[config.mk]
export PLATFORM = sky130hd
export DESIGN_NAME = logic_gate_array_pipe
export DESIGN_NICKNAME = d
export VERILOG_FILES = /design/src/rtl/logic_gate_array_pipe.sv
export SDC_FILE = /design/constraint.sdc
export NUM_CORES = 1
export LEC_CHECK = 0
export CAP_MARGIN = 20
export CORE_AREA = 3 3 83 85
export CTS_BUF_LIST = sky130_fd_sc_hd__clkbuf_16
export CTS_CLUSTER_DIAMETER = 80
export CTS_CLUSTER_SIZE = 8
export DETAILED_ROUTE_END_ITERATION = 10
export DIE_AREA = 0 0 86 88
export DONT_BUFFER_PORTS = 1
export PLACE_DENSITY = 0.58
export SYNTH_ARGS = -nofsm -noshare
export SYNTH_HDL_FRONTEND = slang
export SYNTH_SLANG_ARGS = --single-unit
export TNS_END_PERCENT = 5
[constraint.sdc]
create_clock -name clk -period 4.2 [get_ports clk]
set_clock_uncertainty 0.1 [all_clocks]
set_input_delay 0.63 -clock clk [delete_from_list [all_inputs] [get_ports clk]]
set_output_delay 0.63 -clock clk [all_outputs]
set_load 0.03 [all_outputs]
[src/rtl/logic_gate_array_pipe.sv]
// NUM_IN-operand bitwise gate array with a registered valid/ready output stage
// and a 2-entry skid buffer. Optional stats ports are enabled by LOGIC_GATE_STATS_EN.
module logic_gate_array_pipe #(
  parameter int unsigned WIDTH  = 8,
  parameter int unsigned NUM_IN = 4
) (
  input  logic                    clk,
  input  logic                    rst,
  input  logic                    in_valid,
  output logic                    in_ready,
  input  logic [NUM_IN*WIDTH-1:0] in_data,
  input  logic [2:0]              in_op,
  output logic                    out_valid,
  input  logic                    out_ready,
  output logic [WIDTH-1:0]        out_data,
  output logic [2:0]              out_op
`ifdef LOGIC_GATE_STATS_EN
  ,
  output logic [15:0]             xfer_count,
  output logic                    busy_stall
`endif
);

  typedef enum logic [2:0] {
    OP_AND  = 3'd0,
    OP_OR   = 3'd1,
    OP_XOR  = 3'd2,
    OP_NAND = 3'd3,
    OP_NOR  = 3'd4,
    OP_XNOR = 3'd5,
    OP_BUF  = 3'd6,
    OP_NOT  = 3'd7
  } op_e;

  logic [WIDTH-1:0] w_and;
  logic [WIDTH-1:0] w_or;
  logic [WIDTH-1:0] w_xor;
  logic [WIDTH-1:0] w_result;
  logic             w_in_xfer;
  logic             w_out_xfer;

  logic [WIDTH-1:0] r_m_data;
  logic [2:0]       r_m_op;
  logic             r_m_full;
  logic [WIDTH-1:0] r_s_data;
  logic [2:0]       r_s_op;
  logic             r_s_full;

  always_comb begin
    w_and    = '1;
    w_or     = '0;
    w_xor    = '0;
    w_result = '0;
    for (int unsigned k = 0; k < NUM_IN; k++) begin
      w_and = w_and & in_data[k*WIDTH +: WIDTH];
      w_or  = w_or  | in_data[k*WIDTH +: WIDTH];
      w_xor = w_xor ^ in_data[k*WIDTH +: WIDTH];
    end
    case (op_e'(in_op))
      OP_AND:  w_result = w_and;
      OP_OR:   w_result = w_or;
      OP_XOR:  w_result = w_xor;
      OP_NAND: w_result = ~w_and;
      OP_NOR:  w_result = ~w_or;
      OP_XNOR: w_result = ~w_xor;
      OP_BUF:  w_result = in_data[WIDTH-1:0];
      OP_NOT:  w_result = ~in_data[WIDTH-1:0];
      default: w_result = '0;
    endcase
  end

  // in_ready depends only on skid occupancy and reset, never on out_ready
  assign in_ready   = ~r_s_full & ~rst;
  assign w_in_xfer  = in_valid & in_ready;
  assign w_out_xfer = r_m_full & out_ready;

  assign out_valid = r_m_full;
  assign out_data  = r_m_data;
  assign out_op    = r_m_op;

  always_ff @(posedge clk) begin
    if (rst) begin
      r_m_data <= '0;
      r_m_op   <= '0;
      r_m_full <= 1'b0;
      r_s_data <= '0;
      r_s_op   <= '0;
      r_s_full <= 1'b0;
    end else if (!r_m_full) begin
      if (w_in_xfer) begin
        r_m_data <= w_result;
        r_m_op   <= in_op;
        r_m_full <= 1'b1;
      end
    end else if (w_out_xfer) begin
      if (r_s_full) begin
        r_m_data <= r_s_data;
        r_m_op   <= r_s_op;
        r_s_full <= 1'b0;
      end else if (w_in_xfer) begin
        r_m_data <= w_result;
        r_m_op   <= in_op;
      end else begin
        r_m_full <= 1'b0;
      end
    end else if (w_in_xfer) begin
      r_s_data <= w_result;
      r_s_op   <= in_op;
      r_s_full <= 1'b1;
    end
  end

`ifdef LOGIC_GATE_STATS_EN
  logic [15:0] r_xfer_count;
  logic        r_busy_stall;

  always_ff @(posedge clk) begin
    if (rst) begin
      r_xfer_count <= '0;
      r_busy_stall <= 1'b0;
    end else begin
      if (w_out_xfer && (r_xfer_count != '1))
        r_xfer_count <= r_xfer_count + 16'd1;
      r_busy_stall <= r_m_full & ~out_ready;
    end
  end

  assign xfer_count = r_xfer_count;
  assign busy_stall = r_busy_stall;
`endif

endmodule

Yosys cells after proc, flatten, opt, wreduce, memory -nomap -nowiden
Cells that the tools add are included.
{ "classes": {"n_eq_ne": 8, "muxes": 15, "n_bitwise": 19, "reduce_logical": 4} }
{ "op_table": {"columns": ["cell", "count"], "rows": [
  ["$pmux 8 s8", 1],
  ["$mux 8", 4],
  ["$not 8->8", 4],
  ["$and 8x8->8", 3],
  ["$or 8x8->8", 3],
  ["$xor 8x8->8", 3],
  ["$eq 3x3->1 const B", 4],
  ["$mux 3", 4],
  ["$eq 3x2->1 const B", 2],
  ["$mux 1", 6],
  ["$and 1x1->1", 3],
  ["$eq 3x1->1 const B", 1],
  ["$logic_not 3->1", 1],
  ["$not 1->1", 3],
  ["$reduce_and 3->1", 1],
  ["$ne 2x2->1 const B", 1],
  ["$reduce_and 2->1", 1],
  ["$reduce_bool 2->1", 1]
]} }
{ "totals": {"register_bits": 24, "input_bits": 39, "wordCells": 52} }

Longest topological paths before layout
{ "depth": {"ltp_word": 9, "mapped_depth": 7, "ltp_nobuf": 6} }

Worst setup path before layout
Ideal clock, no wire load.
{ "synth_timing": {"kind": "input-to-reg", "from": "input port in_data[2]", "to": "register r_m_data[2] (netlist: out_data[2])", "t_arrival_ns": 1.755, "required_time_ns": 3.963, "setup_slack_ns": 2.208, "stages": 6, "path_cell_list": "inv_1 -> ha_1 -> xnor3_1 -> mux2i_1 -> o31ai_1 -> a211oi_2"} }
{ "synth_between": {"elab_chain_cells": 9, "word_cells_on_any_way": 18, "classes_between": "mux (5); bitwise (13)"} }
{ "synth_lines": {"columns": ["item", "line", "source"], "rows": [
  ["from (decl)", "11", "input logic [NUM_IN*WIDTH-1:0] in_data,"],
  ["$xor 8x8->8, or another cell as far along (3 in series)", "57", "w_xor = w_xor ^ in_data[k*WIDTH +: WIDTH];"],
  ["$not 8->8 (on tied branches)", "65, 63, 64", null],
  ["$pmux 8 s8 (*)", "59", "case (op_e'(in_op))"],
  ["$mux 8 (*)", "90, 100", null],
  ["$mux 8", "96", "if (r_s_full) begin"],
  ["$mux 8", "95", "end else if (w_out_xfer) begin"],
  ["$mux 8 (*)", "89", "end else if (!r_m_full) begin"],
  ["to (signal assigned)", "91", "r_m_data <= w_result;"],
  ["to (signal assigned)", "97", "r_m_data <= r_s_data;"],
  ["to (signal assigned)", "101", "r_m_data <= w_result;"],
  ["to (decl)", "42", "logic [WIDTH-1:0] r_m_data;"]
]} }
Mark *: on every way between the ends. The rest lies on a longest branch, timed or not. The select of a mux whose other input is x is not followed.
A chain may end at the register's enable or synchronous reset.

Worst setup path after layout
{ "layout_timing": {"from": "register r_m_full (netlist: out_valid)", "to": "register r_s_data[4]"} }
{ "layout_between": {"elab_chain_cells": 3} }
{ "layout_lines": {"columns": ["item", "line", "source"], "rows": [
  ["from (decl)", "44", "logic r_m_full;"],
  ["from (signal assigned)", "85", "r_m_full <= 1'b0;"],
  ["from (signal assigned)", "93", "r_m_full <= 1'b1;"],
  ["from (signal assigned)", "104", "r_m_full <= 1'b0;"],
  ["$and 1x1->1", "75", "assign w_out_xfer = r_m_full & out_ready;"],
  ["$not 1->1 (no line)", null, null],
  ["$reduce_and 3->1 (no line) (*)", null, null],
  ["to (signal assigned)", "107", "r_s_data <= w_result;"],
  ["to (decl)", "45", "logic [WIDTH-1:0] r_s_data;"]
]} }
Mark *: on every way between the ends. The rest lies on a longest branch, timed or not.

==> summary.md <==
| Metric | Value |
|---|---|
| Antenna cells | `0` |
| Core Util, Final | `36.0%` |
| Fin crit share | `54.2%` |
| CTS tree | `built` |
| Placed Instances | `297` |
| Crit path kind | `reg -> reg` |
| Worst path arrival time | `2.29 ns` |
| Crit path max-delay cell type | `or2_1` |
| RR Startpoint | `out_valid` |
| Total Nets Final | `280` |
| Fmax achieved | `440 MHz` |
| Yosys top cell by area | `dfxtp_1` |
| Unrepaired setup endpoints after global routing | `false` |
| Final min period | `2.27 ns` |
| Setup TNS | `0 ns` |
| Clock buffer depth | `2` |
| Vias | `1763` |
| Crit path capture type | `flip-flop` |
| I/O pins | `52` |
| Seq/Total Area, Yosys | `22.1%` |
| DP Area | `2180 µm²` |
| Measured slew at the worst slew-check pin | `0.883 ns` |
| DR WL met2 | `2.52 mm` |
| Wire per inst | `18.5 µm` |
| Unique cell type count in the Yosys netlist | `36` |
| Input/output buffers | `0` |
| R2R setup slack | `1.93 ns` |
| Remaining DRCs | `0` |
| Max-slew violations | `0` |
| Synth-to-Final Area Change | `3.85%` |
| Ys async rst share | `0%` |
| Final Cell Area | `2260 µm²` |
| Dpl ws | `1.81 ns` |
| Clk_lat worst skew | `between 0.2 and 0.3 ns` |
| Fillcell total | `666` |
| Most frequent cell after synthesis | `dfxtp_1` |
| Post-synth top flop | `dfxtp_1` |
| Outcome | `finished, final reports clean` |
| ANT nets after route | `0` |
| Largest cells by area after synthesis | `dfxtp_1 (22%), ha_1 (9.2%), mux2i_1 (8.7%), xnor3_1 (8.3%), o22ai_1 (5.2%)` |
| Pwr dens | `274 nW/µm²` |
| Top routing layer in use | `met4` |
| Initial antenna violation count | `0` |
| 1st-iter DRT viols | `128` |
| Min-delay src | `rst` |
| Met1 WL | `2.45 mm` |
| Worst-path clk slew | `~0.06 ns` |
| Global-route wire length before repair | `~8.8 mm` |
| Post_cts resized | `0` |
| Post-route insts no fill | `between 300 and 400` |
| CTS Buf Count | `3` |
| Largest net degree at the start of global routing | `27` |
| Area of the multi-input gates | `1530 µm²` |
| Postcts setup bufs | `0` |
| Hold path cells | `1` |
| CTS Hold Bufs | `0` |
| FF+latch area | `480 µm²` |
| Initial Util | `around a third` |
| Die area | `7570 µm²` |
| Hold EP | `r_s_op[0]` |
| H-tree levels | `1` |
| Chip Width | `86 µm` |
| Post-synth top area share | `around 22%` |
| Syn_nets | `290` |
| Crit-path cells | `nand2b_1 > or2_1 > nand3b_1 > o21ai_2` |
| Final Worst Setup Slack | `slightly below 2 ns` |
| Number of setup violations in the final report | `0` |
| Mapped Cells | `235` |
| Worst IR Drop VDD | `roughly 0.21 mV` |
| Flops & latches, synth | `24` |
| EDFF count, synth | `0` |
| Die Ht | `between 80 and 90 µm` |
| Placer Congestion | `0.741` |
| FP Rows | `29` |
| Layout cell share with drive strength beyond 1 | `between 10% and 20%` |
| Tot GR Track Use | `14.8%` |
| Dpl hpwl | `3.91 mm` |
| Maximum capacitance violations | `0` |
| Via density | `between 5 and 6` |
| WP data required | `approximately 4.2 ns` |
| Pleak | `approximately 0.96 nW` |
| Critical-path maximum fanout | `19` |
| Final wirelength | `5.57 mm` |
| Startpoint Class | `flip-flop` |
| Mapped cell area | `2180 µm²` |
| Worst Reg2Reg Path Length in Cells | `4` |
| Reg2Reg Capture Point | `r_s_data[4]` |
| Core ar. | `6280 µm²` |
| Slew margin rel. | `41.1%` |
| Commonest cells post-synth | `dfxtp_1 (24), mux2i_1 (19), o22ai_1 (18)` |
| Initial DRT Pass Iterations | `6` |
| Root buf cell | `clkbuf_16` |
| Fin. Hold Viols | `0` |
| Max incr delay on CP | `0.67 ns` |
| Synthesis warning total | `0` |
| Hold WC Path Type | `in -> reg` |
| Mean Syn Cell Area | `9.26 µm²` |
| Vias in the first global route | `1822` |
| Met3 routed WL | `approximately 500 µm` |
| Clock sink count | `24` |
| GRT overflow | `0` |
[logic make-up (layout without fill, tap and decap cells)]
group,Yosys count,count (layout),synth area share (%)
multiplexers,19,19,8.74
AND/OR/NAND/NOR,53,53,15.5
flip-flops,24,24,22.1
AO/OA/AOI/OAI,74,74,25.5
XOR/XNOR,16,16,11.5
buffers and inverters,33,22,7.48
adder cells (fa/ha/maj),16,16,9.20
[critical path, delay by kind of cell, from the launching register on]
| kind | cells | cell delay (ns) |
|---|---|---|
| AOI/OAI and AO/OA | 1 | 0.07 |
| and+or+nand+nor | 3 | 1.35 |
| DFF | 1 | 0.61 |
[flip-flops by register name, indices dropped and copies added (netlist names)]
| signal | cells |
|---|---|
| out_data | 8 |
| out_op | 3 |
| r_s_data | 8 |
| r_s_full | 1 |
| r_s_op | 3 |
| out_valid | 1 |
[worst max path at each step]
stage | slack (ns) | start | to | cells after the start
finish | 1.93 | out_valid | r_s_data[4] | 4
global route | 1.72 | out_valid | r_s_op[1] | 4
CTS | 1.92 | out_valid | r_s_data[4] | 4
detailed placement | 1.81 | out_ready | r_s_op[2] | 4
global placement | 1.79 | out_ready | r_s_op[1] | 4
floorplan | 2.21 | in_data[2] | out_data[2] | 6
[cell type report]
| type | instances | share of cell area, % |
|---|---|---|
| clock inverter | 1 | 0.166 |
| multi-input combinational | 178 | 67.8 |
| tap | 77 | 4.26 |
| inverter | 17 | 2.82 |
| sequential | 24 | 21.3 |
| timing repair buffer | 1 | 0.332 |
| clock buffer | 3 | 3.32 |
[per-layer routing]
metal  up-vias  track usage, %
met3         8            4.89
li1        864               -
met2        69            23.6
met4         0            5.04
met1       822            18.9
met5         -               0
[placed cells by master, fill, tap and decap left out, types with 3 or more instances in the layout]
cell        n
xnor2_1     8
clkbuf_16   3
a211oi_2    8
a21oi_1    17
nand3_1     9
ha_1       16
xnor3_1     8
or2_1       3
nor2_1      6
nand3b_1    7
o22ai_1    18
a211oi_1    3
o21ai_2     8
dfxtp_1    24
o31ai_1     8
inv_1      17
nor3b_1     8
nand2_1     3
o32ai_1     8
mux2i_1    19
and3_1      8
nand3b_2    3
[report_power, final]
part           total (W)  switching (W)  internal, W
registers       0.000264      0.0000257     0.000238
logic           0.000146      0.0000670    0.0000790
clock network   0.000209      0.0000815     0.000127
total           0.000618       0.000174     0.000444
[metrics by stage]
step	power [W]	hold slack (ns)
after detailed placement	0.000413	0.383
final	0.000618	0.339
after global routing	0.000648	0.330
after CTS	0.000623	0.334
after global placement	0.000412	0.375
after floorplan	0.000400	0.363
Note: power is estimated with default switching activity, not from simulation.
